File: src/rtl/capture_pkg.sv
// Shared definitions for the capture sequencer cluster: state encoding and channel count.
package capture_pkg;

    localparam int NUM_CH = 2;

    typedef enum logic [2:0] {
        IDLE   = 3'd0,
        ARB    = 3'd1,
        WAIT   = 3'd2,
        STROBE = 3'd3,
        DONE   = 3'd4
    } state_t;

endpackage

File: src/rtl/capture_rr_arb.sv
// Two-way round-robin pick: a lone requester always wins; on contention rr_ptr decides.
module capture_rr_arb
    import capture_pkg::*;
(
    input  logic [NUM_CH-1:0] req,
    input  logic              rr_ptr,
    output logic [NUM_CH-1:0] gnt
);

    always_comb begin
        gnt = req;
        if (req == 2'b11) begin
            gnt = rr_ptr ? 2'b10 : 2'b01;
        end
    end

endmodule

File: src/rtl/capture_sched.sv
// Sequencer/arbiter sharing one strobe-and-hold capture path between two requesters.
// Optional capture/abort statistics counters are enabled by defining CAPTURE_SCHED_STATS_EN.
module capture_sched
    import capture_pkg::*;
#(
    parameter int DATA_W  = 1,
    parameter int DELAY_W = 8
`ifdef CAPTURE_SCHED_STATS_EN
    ,
    parameter int CNT_W   = 16
`endif
) (
    input  logic                clk,
    input  logic                rst_n,
    input  logic [NUM_CH-1:0]   req,
    input  logic [DATA_W-1:0]   data0,
    input  logic [DATA_W-1:0]   data1,
    input  logic [DELAY_W-1:0]  delay0,
    input  logic [DELAY_W-1:0]  delay1,
    output logic [NUM_CH-1:0]   gnt,
    output logic [NUM_CH-1:0]   strobe,
    output logic [DATA_W-1:0]   hold_q,
    output logic                busy,
    output logic                done
`ifdef CAPTURE_SCHED_STATS_EN
    ,
    output logic [CNT_W-1:0]    cap_cnt0,
    output logic [CNT_W-1:0]    cap_cnt1,
    output logic [CNT_W-1:0]    abort_cnt
`endif
);

    state_t              state_q;
    state_t              state_d;
    logic [NUM_CH-1:0]   gnt_q;
    logic [NUM_CH-1:0]   pick;
    logic [DELAY_W-1:0]  cnt_q;
    logic [DELAY_W-1:0]  delay_sel;
    logic                rr_ptr;

    capture_rr_arb u_arb (
        .req    (req),
        .rr_ptr (rr_ptr),
        .gnt    (pick)
    );

    assign delay_sel = pick[1] ? delay1 : delay0;

    always_ff @(posedge clk) begin
        if (!rst_n) begin
            state_q <= IDLE;
            gnt_q   <= '0;
            cnt_q   <= '0;
            rr_ptr  <= 1'b0;
            hold_q  <= '0;
        end else begin
            state_q <= state_d;
            case (state_q)
                ARB: begin
                    gnt_q <= pick;
                    cnt_q <= delay_sel;
                end
                WAIT:    cnt_q  <= cnt_q - DELAY_W'(1);
                STROBE:  hold_q <= gnt_q[1] ? data1 : data0;
                // Priority passes to the channel that was not just served.
                DONE:    rr_ptr <= gnt_q[0];
                default: ;
            endcase
        end
    end

    always_comb begin
        state_d = state_q;
        gnt     = '0;
        strobe  = '0;
        done    = 1'b0;
        busy    = (state_q != IDLE);
        case (state_q)
            IDLE: begin
                if (req != '0) state_d = ARB;
            end
            ARB: begin
                gnt = pick;
                if (req == '0)            state_d = IDLE;
                else if (delay_sel == '0) state_d = STROBE;
                else                      state_d = WAIT;
            end
            WAIT: begin
                gnt = gnt_q;
                // A dropped grant wins over an expiring count: no strobe after an abort.
                if ((req & gnt_q) == '0)       state_d = IDLE;
                else if (cnt_q == DELAY_W'(1)) state_d = STROBE;
            end
            STROBE: begin
                gnt     = gnt_q;
                strobe  = gnt_q;
                state_d = DONE;
            end
            DONE: begin
                gnt     = gnt_q;
                done    = 1'b1;
                state_d = IDLE;
            end
            default: state_d = IDLE;
        endcase
    end

`ifdef CAPTURE_SCHED_STATS_EN
    logic abort_ev;

    assign abort_ev = ((state_q == ARB) && (req == '0)) ||
                      ((state_q == WAIT) && ((req & gnt_q) == '0));

    // Saturating statistics; they never wrap back to zero.
    always_ff @(posedge clk) begin
        if (!rst_n) begin
            cap_cnt0  <= '0;
            cap_cnt1  <= '0;
            abort_cnt <= '0;
        end else begin
            if ((state_q == STROBE) && gnt_q[0] && (cap_cnt0 != '1))
                cap_cnt0 <= cap_cnt0 + CNT_W'(1);
            if ((state_q == STROBE) && gnt_q[1] && (cap_cnt1 != '1))
                cap_cnt1 <= cap_cnt1 + CNT_W'(1);
            if (abort_ev && (abort_cnt != '1))
                abort_cnt <= abort_cnt + CNT_W'(1);
        end
    end
`endif

endmodule

File: config.mk
export PLATFORM = sky130hd
export DESIGN_NAME = capture_sched
export DESIGN_NICKNAME = d
export VERILOG_FILES = /design/src/rtl/capture_pkg.sv /design/src/rtl/capture_rr_arb.sv /design/src/rtl/capture_sched.sv
export SDC_FILE = /design/constraint.sdc
export NUM_CORES = 1
export LEC_CHECK = 0
export BUFFER_PORTS_ARGS = -buffer_cell sky130_fd_sc_hd__buf_4
export CAP_MARGIN = 20
export CELL_PAD_IN_SITES_DETAIL_PLACEMENT = 1
export CELL_PAD_IN_SITES_GLOBAL_PLACEMENT = 1
export CORE_MARGIN = 2
export CORE_UTILIZATION = 33
export DETAILED_ROUTE_END_ITERATION = 12
export PLACE_DENSITY = 0.77
export SETUP_SLACK_MARGIN = 0.3
export SYNTH_ARGS = -nofsm -noshare
export SYNTH_HDL_FRONTEND = slang
export SYNTH_HIERARCHICAL = 1
export SYNTH_SLANG_ARGS = --single-unit
File: constraint.sdc
create_clock -name clk -period 1.36 [get_ports clk]
set_input_delay 0.272 -clock clk [delete_from_list [all_inputs] [get_ports clk]]
set_output_delay 0.272 -clock clk [all_outputs]
set_load 0.005 [all_outputs]
---- After elaboration in Yosys (flattened, before gate mapping) ----
Cells that the tools add are included.
storage, ports and cells
  bits in registers ....................... 15
  bits in latches ......................... 0
  RAM bits ................................ 0
  memory bits (read-only) ................. 0
  input port bits ......................... 22
  output and inout bits ................... 7
  logic and storage cells ................. 38
  memories kept ........................... 0
operators by class
  add/subtract/negate cells ............... 1
  $mul .................................... 0
  divide/modulo/power cells ............... 0
  magnitude comparators ................... 0
  eq/ne operators ......................... 8
  shifts and indexed selects .............. 0
  multiplexer cells ....................... 14
  bitwise operators ....................... 1
  reductions and logical operators ........ 9
operators by type and width
  operator                                                            count
  8-bit one-hot mux with 2 select lines                               1
  3-bit one-hot mux with 4 select lines                               1
  3-bit 2-to-1 mux                                                    3
  8-bit by 1-bit == test with 1-bit output, second input constant     1
  8-bit zero test                                                     1
  2-bit 2-to-1 mux                                                    4
  8-bit 2-to-1 mux                                                    1
  8-bit by 1-bit subtractor with 8-bit output, second input constant  1
  3-bit by 2-bit == test with 1-bit output, second input constant     2
  2-bit zero test                                                     2
  2-bit one-hot mux with 2 select lines                               1
  2-bit nonzero test                                                  2
  3-bit by 1-bit == test with 1-bit output, second input constant     1
  3-bit == test, second input constant                                1
  3-bit zero test                                                     1
  1-bit 2-to-1 mux                                                    3
  3-bit != test, second input constant                                1
  3-bit nonzero test                                                  1
  3-bit OR reduction                                                  1
  2-bit AND                                                           1
  2-bit == test, second input constant                                1
  2-bit != test, second input constant                                1
  2-bit AND reduction                                                 1

---- Logic depth before layout (Yosys ltp) ----
Gate-level depths: netlist of the first run.
  depth after elaboration ................. 7
  gate-level depth with buffers ........... 7
  gate-level depth less buffers ........... 6

---- Modules after synthesis ----
Netlist of the first run, hierarchy kept.
by module, submodules not included
  module          times used  cells an instance  area an instance (um2)  sequential area each (um2)
  capture_sched   1           118                1013.5                  300.3
  capture_rr_arb  1           3                  18.8                    0.0

---- Worst setup path before layout of the first run ----
OpenSTA, ideal clock, no wires.
  kind .................................... reg2out
  start point ............................. register rr_ptr
  end point ............................... output gnt[1]
  arrival ................................. 1239 ps
  data required time ...................... 1088 ps
  slack ................................... -151 ps
  cell stages (with the launch flop) ...... 7
  path buffers ............................ 1
  path through ............................ dfxtp_1 inv_1 a21boi_1 buf_2 nand2_1 o22a_1 o22ai_1
between the ends
  word-level cells in the longest chain between the ends .. 3
ends and longest elaborated chain
  item                                   line                  RTL
  start, declared                        capture_sched.sv:39   logic rr_ptr;
  start signal, assigned                 capture_sched.sv:66   DONE: rr_ptr <= gnt_q[0];
  2-bit 2-to-1 mux                       capture_rr_arb.sv:13  gnt = rr_ptr ? 2'b10 : 2'b01;
  2-bit 2-to-1 mux                       capture_rr_arb.sv:12  if (req == 2'b11) begin
  named net pick[1]                      capture_sched.sv:36   logic [NUM_CH-1:0] pick;
  2-bit one-hot mux with 2 select lines  capture_sched.sv:78   case (state_q)
  end, declared                          capture_sched.sv:20   output logic [NUM_CH-1:0] gnt,
The timed path passes the listed nets, and every way through them passes these cells.

---- Worst setup path in the final report of the first run ----
Same ends and word-level chain as after synthesis.

==> results of run 1 <==
-- layout make-up --
type | instances | area share [%]
Inverter | 3 | 0.620
Tap cell | 33 | 2.27
Clock buffer | 4 | 1.45
Timing Repair Buffer | 74 | 34.0
Sequential cell | 15 | 17.3
Multi-Input combinational cell | 97 | 44.4
-- report_power, final --
part	internal, mW	switching (mW)
Combinational	0.319	0.262
Clock	0.114	0.166
Sequential	0.475	0.0377
Total	0.909	0.466
-- flip-flops by register name, indices dropped and copies added, names as in the netlist --
signal / flops
rr_ptr: 1
gnt_q: 2
hold_q: 1
state_q: 3
cnt_q: 8
-- metrics by stage --
step	TNS, ns	std cells	hold WS (ns)	utilization, %	instance area [um2]
finish	-3.01	226	0.297	60.5	1820
CTS	-1.76	219	0.301	55.3	1660
global route	-3.93	226	0.303	60.5	1820
global placement	-0.487	203	0.485	48.7	1460
floorplan	-0.0436	121	0.400	-	1080
detailed placement	-1.19	203	0.500	48.7	1460
-- metal layers --
layer	global-route usage, %	vias up
li1	-	585
met1	23.5	615
met2	47.5	45
met3	3.25	14
met4	15.2	0
met5	0	-
-- layout by cell type (no fill, tap or decap), drive strengths merged --
cell type | Yosys | routed
dfxtp | 15 | 15
a31oi | 1 | 1
o22a | 1 | 1
inv | 3 | 3
o21a | 6 | 6
nor4b | 2 | 2
nor2b | 3 | 3
o211ai | 1 | 1
a21oi | 2 | 2
nor3 | 6 | 6
o22ai | 5 | 5
o21ai | 4 | 4
mux2i | 10 | 10
buf | 6 | 74
clkbuf | 1 | 4
nand3 | 2 | 2
nand2b | 1 | 1
a211oi | 1 | 1
a21boi | 5 | 5
o31a | 1 | 1
and2 | 4 | 4
nor3b | 2 | 2
and3b | 1 | 1
a311oi | 1 | 1
nor4 | 2 | 2
or4 | 3 | 3
a22oi | 1 | 1
mux2 | 1 | 1
or3 | 1 | 1
or3b | 1 | 2
nand2 | 14 | 14
ha | 2 | 2
o211a | 2 | 2
nor2 | 9 | 9
and3 | 1 | 1
-- how the worst min path moves through the flow --
stage                        start                     to  cells past startpoint
2_1_floorplan                rst_n    rr_ptr$_SDFFE_PN0N_                      1
3_3_place_gp   hold_q$_SDFFE_PN0N_    hold_q$_SDFFE_PN0N_                      1
3_5_place_dp   hold_q$_SDFFE_PN0N_    hold_q$_SDFFE_PN0N_                      1
4_1_cts                      rst_n  cnt_q[5]$_SDFFE_PN0P_                      2
5_1_grt                      rst_n  cnt_q[5]$_SDFFE_PN0P_                      2
6_report                     rst_n  cnt_q[5]$_SDFFE_PN0P_                      2
-- logic make-up (layout without fill, tap and decap cells) --
| logic type | count (synthesis) | count (layout) | synth area share, % |
|---|---|---|---|
| adders and majority gates | 2 | 2 | 2.42 |
| AOI/OAI and AO/OA | 31 | 31 | 21.2 |
| DFF | 15 | 15 | 29.1 |
| buffers and inverters | 10 | 81 | 6.79 |
| and+or+nand+nor | 52 | 53 | 29.7 |
| muxes | 11 | 11 | 10.8 |
-- timing repair --
item | in CTS | in global routing
resized for setup | 27 | 26
hold buffers | 0 | 0
pin swaps | 18 | 14
cloned | 2 | 0
setup buffers | 10 | 7
endpoints found under the setup margin | 21 | 21
==> report_table.html, run 1 <==
<table>
<tr><th>Metric</th><th>Value</th></tr>
<tr><th colspan="2">Global route</th></tr>
<tr><td>Maximum number of pins on one net before global-route repair</td><td>17</td></tr>
<tr><td>Tot GR Track Use</td><td>24.4%</td></tr>
<tr><td>Congestion Overflow GR</td><td>0</td></tr>
<tr><td>Global-route wire length before repair</td><td>6380 um</td></tr>
<tr><td>Via count of the first global-routing pass</td><td>1,406</td></tr>
<tr><td>Antenna violations before repair</td><td>0</td></tr>
<tr><th colspan="2">STA</th></tr>
<tr><td>Transition time at the pin with the least slew margin</td><td>0.383 ns</td></tr>
<tr><td>Setup repair after global routing missed its margin</td><td>yes</td></tr>
<tr><td>Fmax</td><td>599 MHz</td></tr>
<tr><td>Final WS setup</td><td>-0.309 ns</td></tr>
<tr><td>Final count of hold timing violations</td><td>0</td></tr>
<tr><td>Final critical-path share of the clock period</td><td>123%</td></tr>
<tr><td>Worst clock skew</td><td>0.0123 ns</td></tr>
<tr><td>Max_slew headroom</td><td>74.5%</td></tr>
<tr><td>Setup violation total in the final timing report</td><td>18</td></tr>
<tr><td>Count of pins over their slew limit</td><td>0</td></tr>
<tr><td>Shortest clock period the worst path allows after layout</td><td>1.67 ns</td></tr>
<tr><th colspan="2">Routing</th></tr>
<tr><td>Met3 WL</td><td>136 um</td></tr>
<tr><td>Remaining DRCs</td><td>0</td></tr>
<tr><td>Overall via count from detail_route</td><td>1,259</td></tr>
<tr><td>Total Routed Length</td><td>4320 um</td></tr>
<tr><td>Vias/cell</td><td>5.57</td></tr>
<tr><td>Routed length on met2</td><td>2410 um</td></tr>
<tr><td>Average wire length per cell after detail routing</td><td>19.1 um</td></tr>
<tr><td>ANT nets after route</td><td>0</td></tr>
<tr><td>Wire length on met1</td><td>1650 um</td></tr>
<tr><td>Top routing layer in use</td><td>met4</td></tr>
<tr><td>Initial detailed-routing violation count</td><td>30</td></tr>
<tr><td>Number of search-and-repair iterations in the first detailed-routing pass</td><td>5</td></tr>
<tr><th colspan="2">CTS</th></tr>
<tr><td>Clock network latency to the later pin of the worst-skew pair</td><td>0.30 ns</td></tr>
<tr><td>Maximum level of the CTS H-tree</td><td>1</td></tr>
<tr><td>Total clock buffers created by CTS</td><td>3</td></tr>
<tr><td>Clk root buf</td><td>clkbuf_4</td></tr>
<tr><td>Clock input transition at the sequential cells of the worst setup and hold paths</td><td>0.11 ns</td></tr>
<tr><td>TritonCTS clock tree</td><td>yes</td></tr>
<tr><td>Maximum number of buffers from clock root to sink</td><td>2</td></tr>
<tr><td>Total clock sinks</td><td>15</td></tr>
<tr><th colspan="2">Cells and area</th></tr>
<tr><td>Area of combinational cells with multiple inputs</td><td>807 um2</td></tr>
<tr><td>Area growth syn-to-layout</td><td>76.0%</td></tr>
<tr><td>Number of nets in the layout</td><td>218</td></tr>
<tr><td>Layout fillers</td><td>349</td></tr>
<tr><td>Ratio of cells with drive above 1 in the final layout</td><td>60.6%</td></tr>
<tr><td>Ant diodes</td><td>0</td></tr>
<tr><td>Register area</td><td>314 um2</td></tr>
<tr><th colspan="2">Logic synthesis</th></tr>
<tr><td>Synth unique cells</td><td>42</td></tr>
<tr><td>Number of nets in the synthesized netlist</td><td>145</td></tr>
<tr><td>Post-synth EDFFs</td><td>0</td></tr>
<tr><td>Total of flip-flops plus latches after synthesis</td><td>15</td></tr>
<tr><td>Mapped Area</td><td>1030 um2</td></tr>
<tr><td>Async set-reset flop share out of synthesis</td><td>0%</td></tr>
<tr><td>Leading cell types by total area after synthesis</td><td>dfxtp_1, mux2i_1, nand2_1</td></tr>
<tr><td>Flip-flop cell with the highest count after synthesis</td><td>dfxtp_1</td></tr>
<tr><td>Seq/Total Area, Yosys</td><td>29.1%</td></tr>
<tr><td>Post-Syn Area per Cell</td><td>8.53 um2</td></tr>
<tr><td>Area share of the largest cell type after synthesis</td><td>29.1%</td></tr>
<tr><td>Total of warnings raised by yosys</td><td>6</td></tr>
<tr><td>Cell type contributing the most total cell area after synthesis</td><td>dfxtp_1</td></tr>
<tr><td>Most numerous cell types in the synthesized netlist</td><td>dfxtp_1, nand2_1, mux2i_1, nor2_1</td></tr>
<tr><td>Synthesized netlist cell count</td><td>121</td></tr>
<tr><td>Most frequent cell after synthesis</td><td>dfxtp_1</td></tr>
<tr><th colspan="2">Power and ir drop</th></tr>
<tr><td>Peak supply drop</td><td>0.404 mV</td></tr>
<tr><td>Leakage</td><td>0.802 nW</td></tr>
<tr><td>Power density normalized to cell area</td><td>757 nW/um2</td></tr>
<tr><td>Sum of internal, switching and leakage power</td><td>1.37 mW</td></tr>
<tr><th colspan="2">Worst setup path</th></tr>
<tr><td>List of cells traversed by the critical path</td><td>inv_2 &gt; a21boi_2 &gt; nand2_1 &gt; o22a_1 &gt; o22ai_2 &gt; buf_4</td></tr>
<tr><td>Worst flop-to-flop path startpoint</td><td>state_q[1]$_SDFFE_PN0P_</td></tr>
<tr><td>Number of stages on the worst setup path</td><td>6</td></tr>
<tr><td>Total buffers and inverters traversed by the critical path</td><td>2</td></tr>
<tr><td>Max incr delay on CP</td><td>0.36 ns</td></tr>
<tr><td>End point of the critical path</td><td>gnt[1]</td></tr>
<tr><td>Worst setup path startpoint</td><td>rr_ptr$_SDFFE_PN0N_</td></tr>
<tr><td>Number of cells traversed by the worst register-to-register path</td><td>6</td></tr>
<tr><td>Required time at the endpoint of the critical path</td><td>1.09 ns</td></tr>
<tr><td>Worst r2r dst</td><td>cnt_q[7]$_SDFFE_PN0P_</td></tr>
<tr><td>Kind of critical path</td><td>reg -&gt; out</td></tr>
<tr><td>Slowest stage cell, crit path</td><td>dfxtp_2</td></tr>
<tr><td>Highest fanout seen on the critical path</td><td>2</td></tr>
<tr><td>Critical path launch point type</td><td>register</td></tr>
<tr><td>Cell family contributing the most delay on the critical path</td><td>compound AO/OA/AOI/OAI gates</td></tr>
<tr><td>Setup slack of the most critical reg-to-reg path</td><td>-0.23 ns</td></tr>
<tr><td>Crit path arrival time</td><td>1.40 ns</td></tr>
<tr><td>Endpoint kind of the worst setup timing path</td><td>output port</td></tr>
<tr><th colspan="2">Floorplanning</th></tr>
<tr><td>Die height</td><td>59.9 um</td></tr>
<tr><td>Starting density of the core</td><td>34.4%</td></tr>
<tr><td>Die span in x</td><td>59.9 um</td></tr>
<tr><td>Number of I/O pins</td><td>29</td></tr>
<tr><td>Placeable core area</td><td>3000 um2</td></tr>
<tr><td>Die footprint</td><td>3590 um2</td></tr>
<tr><td>Placement Rows</td><td>20</td></tr>
<tr><th colspan="2">Worst hold path</th></tr>
<tr><td>Worst hold path type</td><td>in -&gt; reg</td></tr>
<tr><th colspan="2">Run status</th></tr>
<tr><td>Outcome</td><td>complete, but fails checks</td></tr>
<tr><td>Violations in the final reports</td><td>setup timing</td></tr>
<tr><th colspan="2">Placement</th></tr>
<tr><td>Global placer's final weighted congestion</td><td>0.790</td></tr>
<tr><td>Pre-CTS setup slack</td><td>-0.149 ns</td></tr>
<tr><td>Count of port buffers added during placement</td><td>28</td></tr>
<tr><td>Post-DP HPWL</td><td>2620 um</td></tr>
<tr><th colspan="2">Flow run</th></tr>
<tr><td>Number of max-capacitance violations reported</td><td>0</td></tr>
</table>
Note: power is estimated with default switching activity, not from simulation.
==> run 2, diff against run 1 <==
--- a/config.mk
+++ b/config.mk
@@ -13,6 +13,7 @@
 export CORE_UTILIZATION = 33
 export DETAILED_ROUTE_END_ITERATION = 12
 export PLACE_DENSITY = 0.77
+export REMOVE_ABC_BUFFERS = 1
 export SETUP_SLACK_MARGIN = 0.3
 export SYNTH_ARGS = -nofsm -noshare
 export SYNTH_HDL_FRONTEND = slang
==> run 2 against run 1 <==
The flow still finishes with violations (setup timing). Utilization decreased by 5.0 points. Routed wire length decreased by 13%. Sequential power about the same. Critical path depth unchanged. Die area unchanged. Hold slack improved by 0.012 ns. Clock power decreased by 2%. Total power decreased by 4.1%. Non-clock buffer count decreased by 14. Sequential share of layout area increased by 1.2 points. Worst setup slack improved by 0.026 ns.
==> report_table.html, run 2 (synthesized netlist as in run 1, its figures left out) <==
<table>
<tr><th>Metric</th><th>Value</th></tr>
<tr><th colspan="2">Placement</th></tr>
<tr><td>Cell count after placement</td><td>196 (-3.4%)</td></tr>
<tr><td>Global placer's final weighted congestion</td><td>0.806 (+2.0%)</td></tr>
<tr><td>Count of port buffers added during placement</td><td>28 (unchanged)</td></tr>
<tr><td>Post-DP HPWL</td><td>2510 um (-4.5%)</td></tr>
<tr><th colspan="2">Worst setup path</th></tr>
<tr><td>Max incr delay on CP</td><td>0.35 ns (about the same)</td></tr>
<tr><td>Highest fanout seen on the critical path</td><td>2 (unchanged)</td></tr>
<tr><td>Kind of critical path</td><td>reg -&gt; out</td></tr>
<tr><td>Slowest stage cell, crit path</td><td>dfxtp_2</td></tr>
<tr><td>List of cells traversed by the critical path</td><td>inv_2 &gt; a21boi_2 &gt; nand2_1 &gt; o22a_1 &gt; o22ai_1 &gt; buf_4</td></tr>
<tr><td>Crit path arrival time</td><td>1.37 ns (-0.03 ns)</td></tr>
<tr><td>Required time at the endpoint of the critical path</td><td>1.09 ns (about the same)</td></tr>
<tr><td>Endpoint kind of the worst setup timing path</td><td>output port</td></tr>
<tr><td>Critical path launch point type</td><td>register</td></tr>
<tr><th colspan="2">CTS</th></tr>
<tr><td>Maximum number of buffers from clock root to sink</td><td>2 (unchanged)</td></tr>
<tr><td>Clock input transition at the sequential cells of the worst setup and hold paths</td><td>0.10 ns (about the same)</td></tr>
<tr><td>Clk root buf</td><td>clkbuf_4</td></tr>
<tr><td>Total clock buffers created by CTS</td><td>3 (unchanged)</td></tr>
<tr><td>Clock network latency to the later pin of the worst-skew pair</td><td>0.30 ns (about the same)</td></tr>
<tr><td>Total clock sinks</td><td>15 (unchanged)</td></tr>
<tr><td>TritonCTS clock tree</td><td>yes</td></tr>
<tr><td>Maximum level of the CTS H-tree</td><td>1 (unchanged)</td></tr>
<tr><th colspan="2">Cells and area</th></tr>
<tr><td>Area growth syn-to-layout</td><td>61.6%</td></tr>
<tr><td>Regs by FF count</td><td>cnt_q (8), state_q (3), gnt_q (2)</td></tr>
<tr><td>Ant diodes</td><td>0 (unchanged)</td></tr>
<tr><td>Ratio of cells with drive above 1 in the final layout</td><td>52.8% (-7.8 points)</td></tr>
<tr><td>Commonest non-fill, non-tap cells in the layout</td><td>buf_4, dfxtp_1, mux2i_1, nand2_1, nor2_1</td></tr>
<tr><td>Number of nets in the layout</td><td>203 (-6.9%)</td></tr>
<tr><td>Number of flip-flops under the largest register name</td><td>8 (unchanged)</td></tr>
<tr><td>Biggest register</td><td>cnt_q</td></tr>
<tr><td>Leading cell type in the layout, fill and taps excluded</td><td>buf_4</td></tr>
<tr><td>Layout Cells excl Fill</td><td>211 (-6.6%)</td></tr>
<tr><th colspan="2">Flow run</th></tr>
<tr><td>Number of max-capacitance violations reported</td><td>0 (unchanged)</td></tr>
<tr><th colspan="2">Power and ir drop</th></tr>
<tr><td>Sum of internal, switching and leakage power</td><td>1.32 mW (-4.1%)</td></tr>
<tr><td>Power density normalized to cell area</td><td>791 nW/um2 (+4.5%)</td></tr>
<tr><td>Peak supply drop</td><td>0.410 mV (+1.5%)</td></tr>
<tr><td>Leakage</td><td>0.720 nW (-10%)</td></tr>
<tr><th colspan="2">Floorplanning</th></tr>
<tr><td>Die height</td><td>59.9 um (unchanged)</td></tr>
<tr><td>Starting density of the core</td><td>34.4% (unchanged)</td></tr>
<tr><td>Die footprint</td><td>3590 um2 (unchanged)</td></tr>
<tr><td>Placement Rows</td><td>20 (unchanged)</td></tr>
<tr><td>Placeable core area</td><td>3000 um2 (unchanged)</td></tr>
<tr><td>Die span in x</td><td>59.9 um (unchanged)</td></tr>
<tr><td>Number of I/O pins</td><td>29 (unchanged)</td></tr>
<tr><th colspan="2">Routing</th></tr>
<tr><td>Total Routed Length</td><td>3740 um (-13%)</td></tr>
<tr><td>Vias/cell</td><td>5.58 (+0.13%)</td></tr>
<tr><td>ANT nets after route</td><td>0 (unchanged)</td></tr>
<tr><td>Overall via count from detail_route</td><td>1,177 (-6.5%)</td></tr>
<tr><td>Number of search-and-repair iterations in the first detailed-routing pass</td><td>4 (-1)</td></tr>
<tr><td>Remaining DRCs</td><td>0 (unchanged)</td></tr>
<tr><td>Initial detailed-routing violation count</td><td>33 (+10%)</td></tr>
<tr><td>Average wire length per cell after detail routing</td><td>17.7 um (-7.2%)</td></tr>
<tr><th colspan="2">STA</th></tr>
<tr><td>Final count of hold timing violations</td><td>0 (unchanged)</td></tr>
<tr><td>Fmax</td><td>608 MHz (+1.6%)</td></tr>
<tr><td>Worst clock skew</td><td>0.00511 ns (-0.00715 ns)</td></tr>
<tr><td>Setup repair after global routing missed its margin</td><td>yes</td></tr>
<tr><td>Final critical-path share of the clock period</td><td>121% (-1.9 points)</td></tr>
<tr><td>Shortest clock period the worst path allows after layout</td><td>1.64 ns (-0.0256 ns)</td></tr>
<tr><td>Final-layout setup total negative slack</td><td>-2.39 ns (+0.621 ns)</td></tr>
<tr><td>Final WS setup</td><td>-0.284 ns (+0.0256 ns)</td></tr>
<tr><td>Count of pins over their slew limit</td><td>0 (unchanged)</td></tr>
<tr><td>Transition time at the pin with the least slew margin</td><td>0.381 ns (-0.00165 ns)</td></tr>
<tr><td>Worst hold slack across all endpoints</td><td>0.309 ns (+0.0124 ns)</td></tr>
<tr><td>Max_slew headroom</td><td>74.4% (-0.086 points)</td></tr>
<tr><td>Setup violation total in the final timing report</td><td>15 (-3)</td></tr>
<tr><th colspan="2">Global route</th></tr>
<tr><td>Global-route wire length before repair</td><td>6030 um (-5.5%)</td></tr>
<tr><td>Maximum number of pins on one net before global-route repair</td><td>17 (unchanged)</td></tr>
<tr><td>Via count of the first global-routing pass</td><td>1,334 (-5.1%)</td></tr>
<tr><td>Tot GR Track Use</td><td>23.2% (-1.2 points)</td></tr>
<tr><td>Antenna violations before repair</td><td>0 (unchanged)</td></tr>
<tr><td>Congestion Overflow GR</td><td>0 (unchanged)</td></tr>
<tr><th colspan="2">Run status</th></tr>
<tr><td>Violations in the final reports</td><td>setup timing</td></tr>
<tr><td>Outcome</td><td>complete, but fails checks</td></tr>
<tr><th colspan="2">Worst hold path</th></tr>
<tr><td>Worst hold path type</td><td>in -&gt; reg</td></tr>
</table>
[run 2: changes by cell type in the layout (fill, tap and decap cells not counted), sizes merged]
cell    change
clkbuf      -1
or3b        -1
buf        -14
clkinv      +1
[run 2: final timing paths]
check	slack [ns]	endpoint	cells after the start	start
min reg2reg	0.51	gnt_q[1]$_SDFFE_PN0N_	2	gnt_q[1]$_SDFFE_PN0N_
max reg2reg	-0.13	cnt_q[7]$_SDFFE_PN0P_	8	rr_ptr$_SDFFE_PN0N_
min	0.31	cnt_q[7]$_SDFFE_PN0P_	2	rst_n
max	-0.28	gnt[1]	6	rr_ptr$_SDFFE_PN0N_
[run 2: per-layer routing]
layer	GRT usage [%]	up-vias	wire, um	part of all wire (%)
met3	3.03	10	146	3.9
li1	-	556	-	-
met4	12.7	0	119	3.2
met5	0	-	0	0
met1	22.5	576	1430	38
met2	45.8	35	2040	55
[run 2: area by class of cell]
cell class,instances,area [um2]
fill,366,1340
multi-input combinational,96,763
tap,33,41.3
inverter,3,11.3
sequential,15,308
clock buffer,3,22.5
clock inverter,1,5.00
timing repair buffer,60,517
[run 2: report_power, final]
| group | internal, mW | switching (mW) | leakage [nW] | total, mW |
|---|---|---|---|---|
| registers | 0.477 | 0.0351 | 0.125 | 0.512 |
| clock network | 0.110 | 0.165 | 0.0177 | 0.275 |
| logic | 0.290 | 0.242 | 0.577 | 0.532 |
| total | 0.877 | 0.442 | 0.720 | 1.32 |
[run 2: worst max-delay path: cells and delay by family (launching register included)]
kind            cells  cell delay, ns
simple gates        1            0.10
flops               1            0.35
buf+inv             2            0.17
compound gates      3            0.46
[run 2: timing repair]
item / 4_1_cts / 5_1_grt
hold buffers: 0 / 0
buffers inserted: 9 / 0
pin swaps: 32 / 9
gates resized for setup: 39 / 9
setup endpoints to repair: 21 / 20
endpoints found under the hold margin: 0 / 0
cloned: 2 / 0
[run 2: stage by stage]
| stage | instance area (um2) | setup slack [ns] | utilization (%) |
|---|---|---|---|
| floorplan | 973 | -0.429 | - |
| global placement | 1380 | -0.108 | 46.0 |
| detailed placement | 1380 | -0.155 | 46.0 |
| CTS | 1630 | -0.268 | 54.4 |
| global route | 1670 | -0.341 | 55.5 |
| finish | 1670 | -0.284 | 55.5 |
